<file path="src/rtl/wbu_pkg.sv">
// Shared encodings for the write-back unit: FSM states, result selects, load types.
package wbu_pkg;

   localparam int XLEN = 32;
   localparam logic [4:0] REG_X0 = 5'd0;

   typedef enum logic [1:0] {
      ST_IDLE   = 2'b00,
      ST_WRITE  = 2'b01,
      ST_COMMIT = 2'b10
   } wbu_state_e;

   localparam logic [1:0] SEL_ALU  = 2'b00;
   localparam logic [1:0] SEL_LOAD = 2'b01;
   localparam logic [1:0] SEL_PC4  = 2'b10;
   localparam logic [1:0] SEL_CSR  = 2'b11;

   localparam logic [2:0] F3_LB  = 3'b000;
   localparam logic [2:0] F3_LH  = 3'b001;
   localparam logic [2:0] F3_LW  = 3'b010;
   localparam logic [2:0] F3_LBU = 3'b100;
   localparam logic [2:0] F3_LHU = 3'b101;

endpackage

</file>
<file path="src/rtl/wbu_load_fmt.sv">
// Extracts and extends the addressed byte/half/word from an aligned memory word.
module wbu_load_fmt
   import wbu_pkg::*;
#(
   parameter int W = XLEN
) (
   input  logic [W-1:0] rdata,
   input  logic [1:0]   addr_lo,
   input  logic [2:0]   funct3,
   output logic [W-1:0] result
);

   logic [7:0]  byte_v;
   logic [15:0] half_v;

   always_comb begin
      byte_v = rdata[{addr_lo, 3'b000} +: 8];
      // halfword lane comes from addr_lo[1] only; misaligned bit 0 is dropped
      half_v = addr_lo[1] ? rdata[16 +: 16] : rdata[0 +: 16];
      case (funct3)
         F3_LB:   result = {{(W-8){byte_v[7]}}, byte_v};
         F3_LH:   result = {{(W-16){half_v[15]}}, half_v};
         F3_LW:   result = rdata;
         F3_LBU:  result = {{(W-8){1'b0}}, byte_v};
         F3_LHU:  result = {{(W-16){1'b0}}, half_v};
         default: result = '0;
      endcase
   end

endmodule

</file>
<file path="src/rtl/wbu.sv">
// Write-back unit: accepts one retired instruction, writes the GPR for one cycle,
// then offers dnpc to the IFU. IDLE -> WRITE -> COMMIT -> IDLE.
module wbu
   import wbu_pkg::*;
#(
   parameter int XLEN_P = XLEN
) (
   input  logic              clk,
   input  logic              rst,
   input  logic              i_lsu_valid,
   output logic              o_lsu_ready,
   input  logic [XLEN_P-1:0] i_lsu_pc,
   input  logic [XLEN_P-1:0] i_lsu_dnpc,
   input  logic [XLEN_P-1:0] i_lsu_alu_res,
   input  logic [XLEN_P-1:0] i_lsu_csr_rdata,
   input  logic [XLEN_P-1:0] i_lsu_mem_rdata,
   input  logic [1:0]        i_lsu_addr_lo,
   input  logic [2:0]        i_lsu_funct3,
   input  logic [1:0]        i_lsu_res_sel,
   input  logic              i_lsu_gpr_wen,
   input  logic [4:0]        i_lsu_rd_id,
   output logic              o_rf_gpr_wen,
   output logic [4:0]        o_rf_rd_id,
   output logic [XLEN_P-1:0] o_rf_rd,
   output logic              o_ifu_valid,
   input  logic              i_ifu_ready,
   output logic [XLEN_P-1:0] o_ifu_dnpc
);

   wbu_state_e        state_q, state_d;
   logic              wen_q, wen_d;
   logic [4:0]        rd_id_q, rd_id_d;
   logic [XLEN_P-1:0] wb_q, wb_d;
   logic [XLEN_P-1:0] dnpc_q, dnpc_d;
   logic [XLEN_P-1:0] load_val;
   logic [XLEN_P-1:0] wb_val;

   wbu_load_fmt #(.W(XLEN_P)) u_load_fmt (
      .rdata   (i_lsu_mem_rdata),
      .addr_lo (i_lsu_addr_lo),
      .funct3  (i_lsu_funct3),
      .result  (load_val)
   );

   always_comb begin
      case (i_lsu_res_sel)
         SEL_ALU:  wb_val = i_lsu_alu_res;
         SEL_LOAD: wb_val = load_val;
         SEL_PC4:  wb_val = i_lsu_pc + XLEN_P'(4);
         default:  wb_val = i_lsu_csr_rdata;
      endcase
   end

   always_comb begin
      state_d = state_q;
      wen_d   = wen_q;
      rd_id_d = rd_id_q;
      wb_d    = wb_q;
      dnpc_d  = dnpc_q;
      case (state_q)
         ST_IDLE: begin
            if (i_lsu_valid) begin
               state_d = ST_WRITE;
               // x0 suppression is folded in at accept so WRITE is a pure decode
               wen_d   = i_lsu_gpr_wen && (i_lsu_rd_id != REG_X0);
               rd_id_d = i_lsu_rd_id;
               wb_d    = wb_val;
               dnpc_d  = i_lsu_dnpc;
            end
         end
         ST_WRITE:  state_d = ST_COMMIT;
         ST_COMMIT: if (i_ifu_ready) state_d = ST_IDLE;
         default:   state_d = ST_IDLE;
      endcase
   end

   always_ff @(posedge clk) begin
      if (rst) begin
         state_q <= ST_IDLE;
         wen_q   <= 1'b0;
         rd_id_q <= '0;
         wb_q    <= '0;
         dnpc_q  <= '0;
      end else begin
         state_q <= state_d;
         wen_q   <= wen_d;
         rd_id_q <= rd_id_d;
         wb_q    <= wb_d;
         dnpc_q  <= dnpc_d;
      end
   end

   assign o_lsu_ready  = (state_q == ST_IDLE);
   assign o_rf_gpr_wen = (state_q == ST_WRITE) && wen_q;
   assign o_rf_rd_id   = rd_id_q;
   assign o_rf_rd      = wb_q;
   assign o_ifu_valid  = (state_q == ST_COMMIT);
   assign o_ifu_dnpc   = dnpc_q;

endmodule

</file>
<file path="config.mk">
export PLATFORM = sky130hd
export DESIGN_NAME = wbu
export DESIGN_NICKNAME = d
export VERILOG_FILES = /design/src/rtl/wbu_pkg.sv /design/src/rtl/wbu_load_fmt.sv /design/src/rtl/wbu.sv
export SDC_FILE = /design/constraint.sdc
export NUM_CORES = 1
export LEC_CHECK = 0
export CORE_MARGIN = 2
export CORE_UTILIZATION = 50
export DETAILED_ROUTE_END_ITERATION = 10
export DONT_BUFFER_PORTS = 1
export PLACE_DENSITY = 0.63
export SLEW_MARGIN = 20
export SYNTH_ARGS = -nofsm -noshare
export SYNTH_HDL_FRONTEND = slang
export SYNTH_SLANG_ARGS = --single-unit
</file>
<file path="constraint.sdc">
create_clock -name clk -period 2.05 [get_ports clk]
set_input_delay 0.205 -clock clk [delete_from_list [all_inputs] [get_ports clk]]
set_output_delay 0.205 -clock clk [all_outputs]
set_load 0.1 [all_outputs]
</file>
==> impl_metrics.env <==
export IMPL_min_period_ns=1.93
export IMPL_start_util_pct=52.3
export IMPL_viasPerCell=6.36
export IMPL_antenna_cells=0
export IMPL_place_hpwl_mm=12.9
export IMPL_fin_ws_ns=0.125
export IMPL_die_area_um2=9440
export IMPL_multiInputGateArea_um2=2740
export IMPL_drc=0
export IMPL_yosysUniqueCellTypes=65
export IMPL_drt_iter0_markers=439
export IMPL_cts_buffer_depth=2
export IMPL_ys_seq_area_share_pct=33.2
export IMPL_grt_max_degree=52
export IMPL_rsz0062_at_grt="false"
export IMPL_clock_fmax_mhz=519
export IMPL_area_delta_synth_final_pct=30.4
export IMPL_hp_class="in2reg"
export IMPL_syn_inst=582
export IMPL_crit_slowest_cell="dlygate4sd3_1"
export IMPL_preCtsSetupSlack_ns=0.235
export IMPL_yosys_warnings=0
export IMPL_synth_largest_area_cell="dfxtp_1"
export IMPL_numPortBuffers=0
export IMPL_layout_area_seq_um2=1440
export IMPL_cp_max_fo=12
export IMPL_cp_end_kind="flip-flop"
export IMPL_crit_chain="buf_4 -> nor2_4 -> nand2_2 -> nor2_4 -> buf_6 -> o21a_1 -> o211ai_1 -> dlygate4sd3_1 -> nand2_1"
export IMPL_drive_gt1_share_pct=18.8
export IMPL_totalWireLength_mm=17.7
export IMPL_syn_area_um2=4340
export IMPL_worstSetupPathType="reg2reg"
export IMPL_vias=5055
export IMPL_worst_pin_slew_ns=0.836
export IMPL_hold_path_depth=2
export IMPL_die_y_um=97.2
export IMPL_vdd_drop_max_mv=0.336
export IMPL_grt_overflow=0
export IMPL_crit_arrival_ns=2.23
export IMPL_synth_edf_count=0
export IMPL_slew_limit_headroom_pct=43.9
export IMPL_cp_common_cell="nor2_4"
export IMPL_period_share_pct=93.9
export IMPL_skew_ns=0.0124
export IMPL_ff2ff_path_depth=9
export IMPL_leakagePower_nw=2.23
export IMPL_finalSetupTns_ns=0
export IMPL_synthFlopType="dfxtp_1"
export IMPL_final_cells=795
export IMPL_clkSinkCount=72
export IMPL_die_x_um=97.2
export IMPL_outcome="complete, no violations"
export IMPL_cts_buffers=9
export IMPL_fill_cells=715
export IMPL_wire_per_inst_um=22.2
export IMPL_clk_pin_slew_ns=0.09
export IMPL_cts_setup_buffers=0
export IMPL_io_pins=249
export IMPL_syn_area_per_cell_um2=7.46
export IMPL_grt_usage_pct=36.0
export IMPL_worstSkewPairLatency_ns=0.36
export IMPL_cts_tree="yes"
export IMPL_netlist_top_cells_area="dfxtp_1 33%, nand2_1 11%, a21oi_1 7.7%"
export IMPL_first_pass_iters=8
export IMPL_setup_viol=0
export IMPL_grt_pass1_wl_mm=27.0
export IMPL_cts_htree_levels=3
export IMPL_grt_antenna_before_repair=0
export IMPL_ys_async_sr_fraction_pct=0
export IMPL_nNetsFinal=863
export IMPL_powerDensity_nw_per_um2=763
export IMPL_hold_violations=0
export IMPL_antenna_left=0
export IMPL_dp_cells=737
export IMPL_maxSlewViolCount=0
export IMPL_grt_pass1_vias=4999
export IMPL_yosys_register_bits=72
export IMPL_yosysTopAreaCellShare_pct=33.2
export IMPL_max_cap_viol_count=0
export IMPL_root_buffer="clkbuf_8"
export IMPL_place_congestion=1.03
export IMPL_core_area_um2=8300
export IMPL_worst_ep_required_time_ns=2.36
export IMPL_slowest_delay_ns=0.57
export IMPL_synth_nets=760
export IMPL_placementRows=33
export IMPL_startpoint_type="flip-flop"
==> logic make-up (layout without fill, tap and decap cells) <==
logic type	after synthesis	count (layout)	share of synthesized area, %
compound gates	191	191	29.3
xor+xnor	25	25	5.04
fa+ha+maj	1	1	0.288
buf+inv	47	155	4.38
flops	72	72	33.2
mux	6	6	1.70
simple gates	240	240	26.1
==> timing repair <==
action	CTS	global route
gates resized for setup	0	3
endpoints found under the setup margin	0	1
hold buffers	41	0
endpoints found under the hold margin	53	0
==> synthesized netlist by cell type (4+ instances only) <==
cell	count
o21ai_0	33
o221ai_1	4
clkbuf_1	35
a22oi_1	9
nor2b_1	5
nor2_1	35
xnor2_1	17
a21oi_1	67
nand4_1	7
a221o_1	19
dfxtp_1	72
a32o_1	4
nor3_1	19
a221oi_1	10
inv_1	5
o211ai_1	6
a31oi_1	6
nor4_1	6
mux2i_1	4
nand3_1	12
and3_1	4
xor2_1	8
a21o_1	4
o21a_1	6
nand2_1	131
==> worst max-delay path, delay by kind of cell (launching register included) <==
family / cells / cell delay (ns)
buf+inv: 3 / 0.91
simple gates: 4 / 0.37
flops: 1 / 0.33
compound gates: 2 / 0.25
==> power breakdown <==
group	total [mW]	switching, mW	internal [mW]
Clock	1.23	0.618	0.615
Combinational	1.54	1.14	0.401
Sequential	1.54	0.0440	1.50
Total	4.32	1.81	2.51
==> flip-flops by register name, summed over array words and instances, names as in the netlist <==
signal	count
wen_q	1
o_ifu_dnpc	32
state_q	2
o_rf_rd_id	5
o_rf_rd	32
==> cells in the final DEF, fill, tap and decap left out, types with 5 or more instances in the layout <==
cell type      Yosys  final
a22oi_1            9      9
dlygate4sd3_1      0     40
nand3_1           12     12
o21ai_0           33     33
inv_1              5      5
xor2_1             8      8
a221oi_1          10     10
buf_4              1     90
a31oi_1            6      6
a21oi_1           67     67
clkbuf_8           0     10
nor4_1             6      6
o211ai_1           6      6
nand2_1          131    130
a221o_1           19     19
dfxtp_1           72     72
nor3_1            19     19
nand4_1            7      7
xnor2_1           17     17
nor2_1            35     31
o21a_1             6      6
==> per-layer routing <==
metal	wire length [µm]	share of wire, %	track usage, %
met5	0	0	0
met4	705	4.0	16.5
met3	2100	12	13.0
met2	8380	47	60.8
met1	6460	37	40.4
==> worst paths after layout <==
path | endpoint | startpoint | slack (ns)
worst min register to register | o_ifu_dnpc[27]$_SDFFE_PP0P_ | o_ifu_dnpc[27]$_SDFFE_PP0P_ | 0.46
worst max register to register | o_rf_rd[19]$_SDFFE_PP0P_ | state_q[1]$_SDFFE_PP0P_ | 0.12
worst min-delay path | o_rf_rd[20]$_SDFFE_PP0P_ | i_lsu_res_sel[0] | 0.003
worst max-delay path | o_rf_rd[19]$_SDFFE_PP0P_ | state_q[1]$_SDFFE_PP0P_ | 0.12
==> per-stage QoR <==
step / utilization, % / hold WS (ns) / total power, mW / cell area, µm²
2_1_floorplan: - / 0.341 / 2.75 / 4350
3_3_place_gp: 60.3 / 0.281 / 3.00 / 5010
3_5_place_dp: 60.3 / 0.283 / 3.01 / 5010
4_1_cts: 68.0 / 0.00367 / 4.31 / 5640
5_1_grt: 68.2 / 0.0233 / 4.47 / 5660
6_report: 68.2 / 0.00279 / 4.32 / 5660
==> cell type report <==
cell class / instances / share of cell area, %
clock inverter: 6 / 1.33
tap: 105 / 2.32
clock buffer: 10 / 2.43
inverter: 6 / 0.398
timing repair buffer: 133 / 19.7
sequential: 72 / 25.5
multi-input combinational: 463 / 48.4
Note: power is estimated with default switching activity, not from simulation.
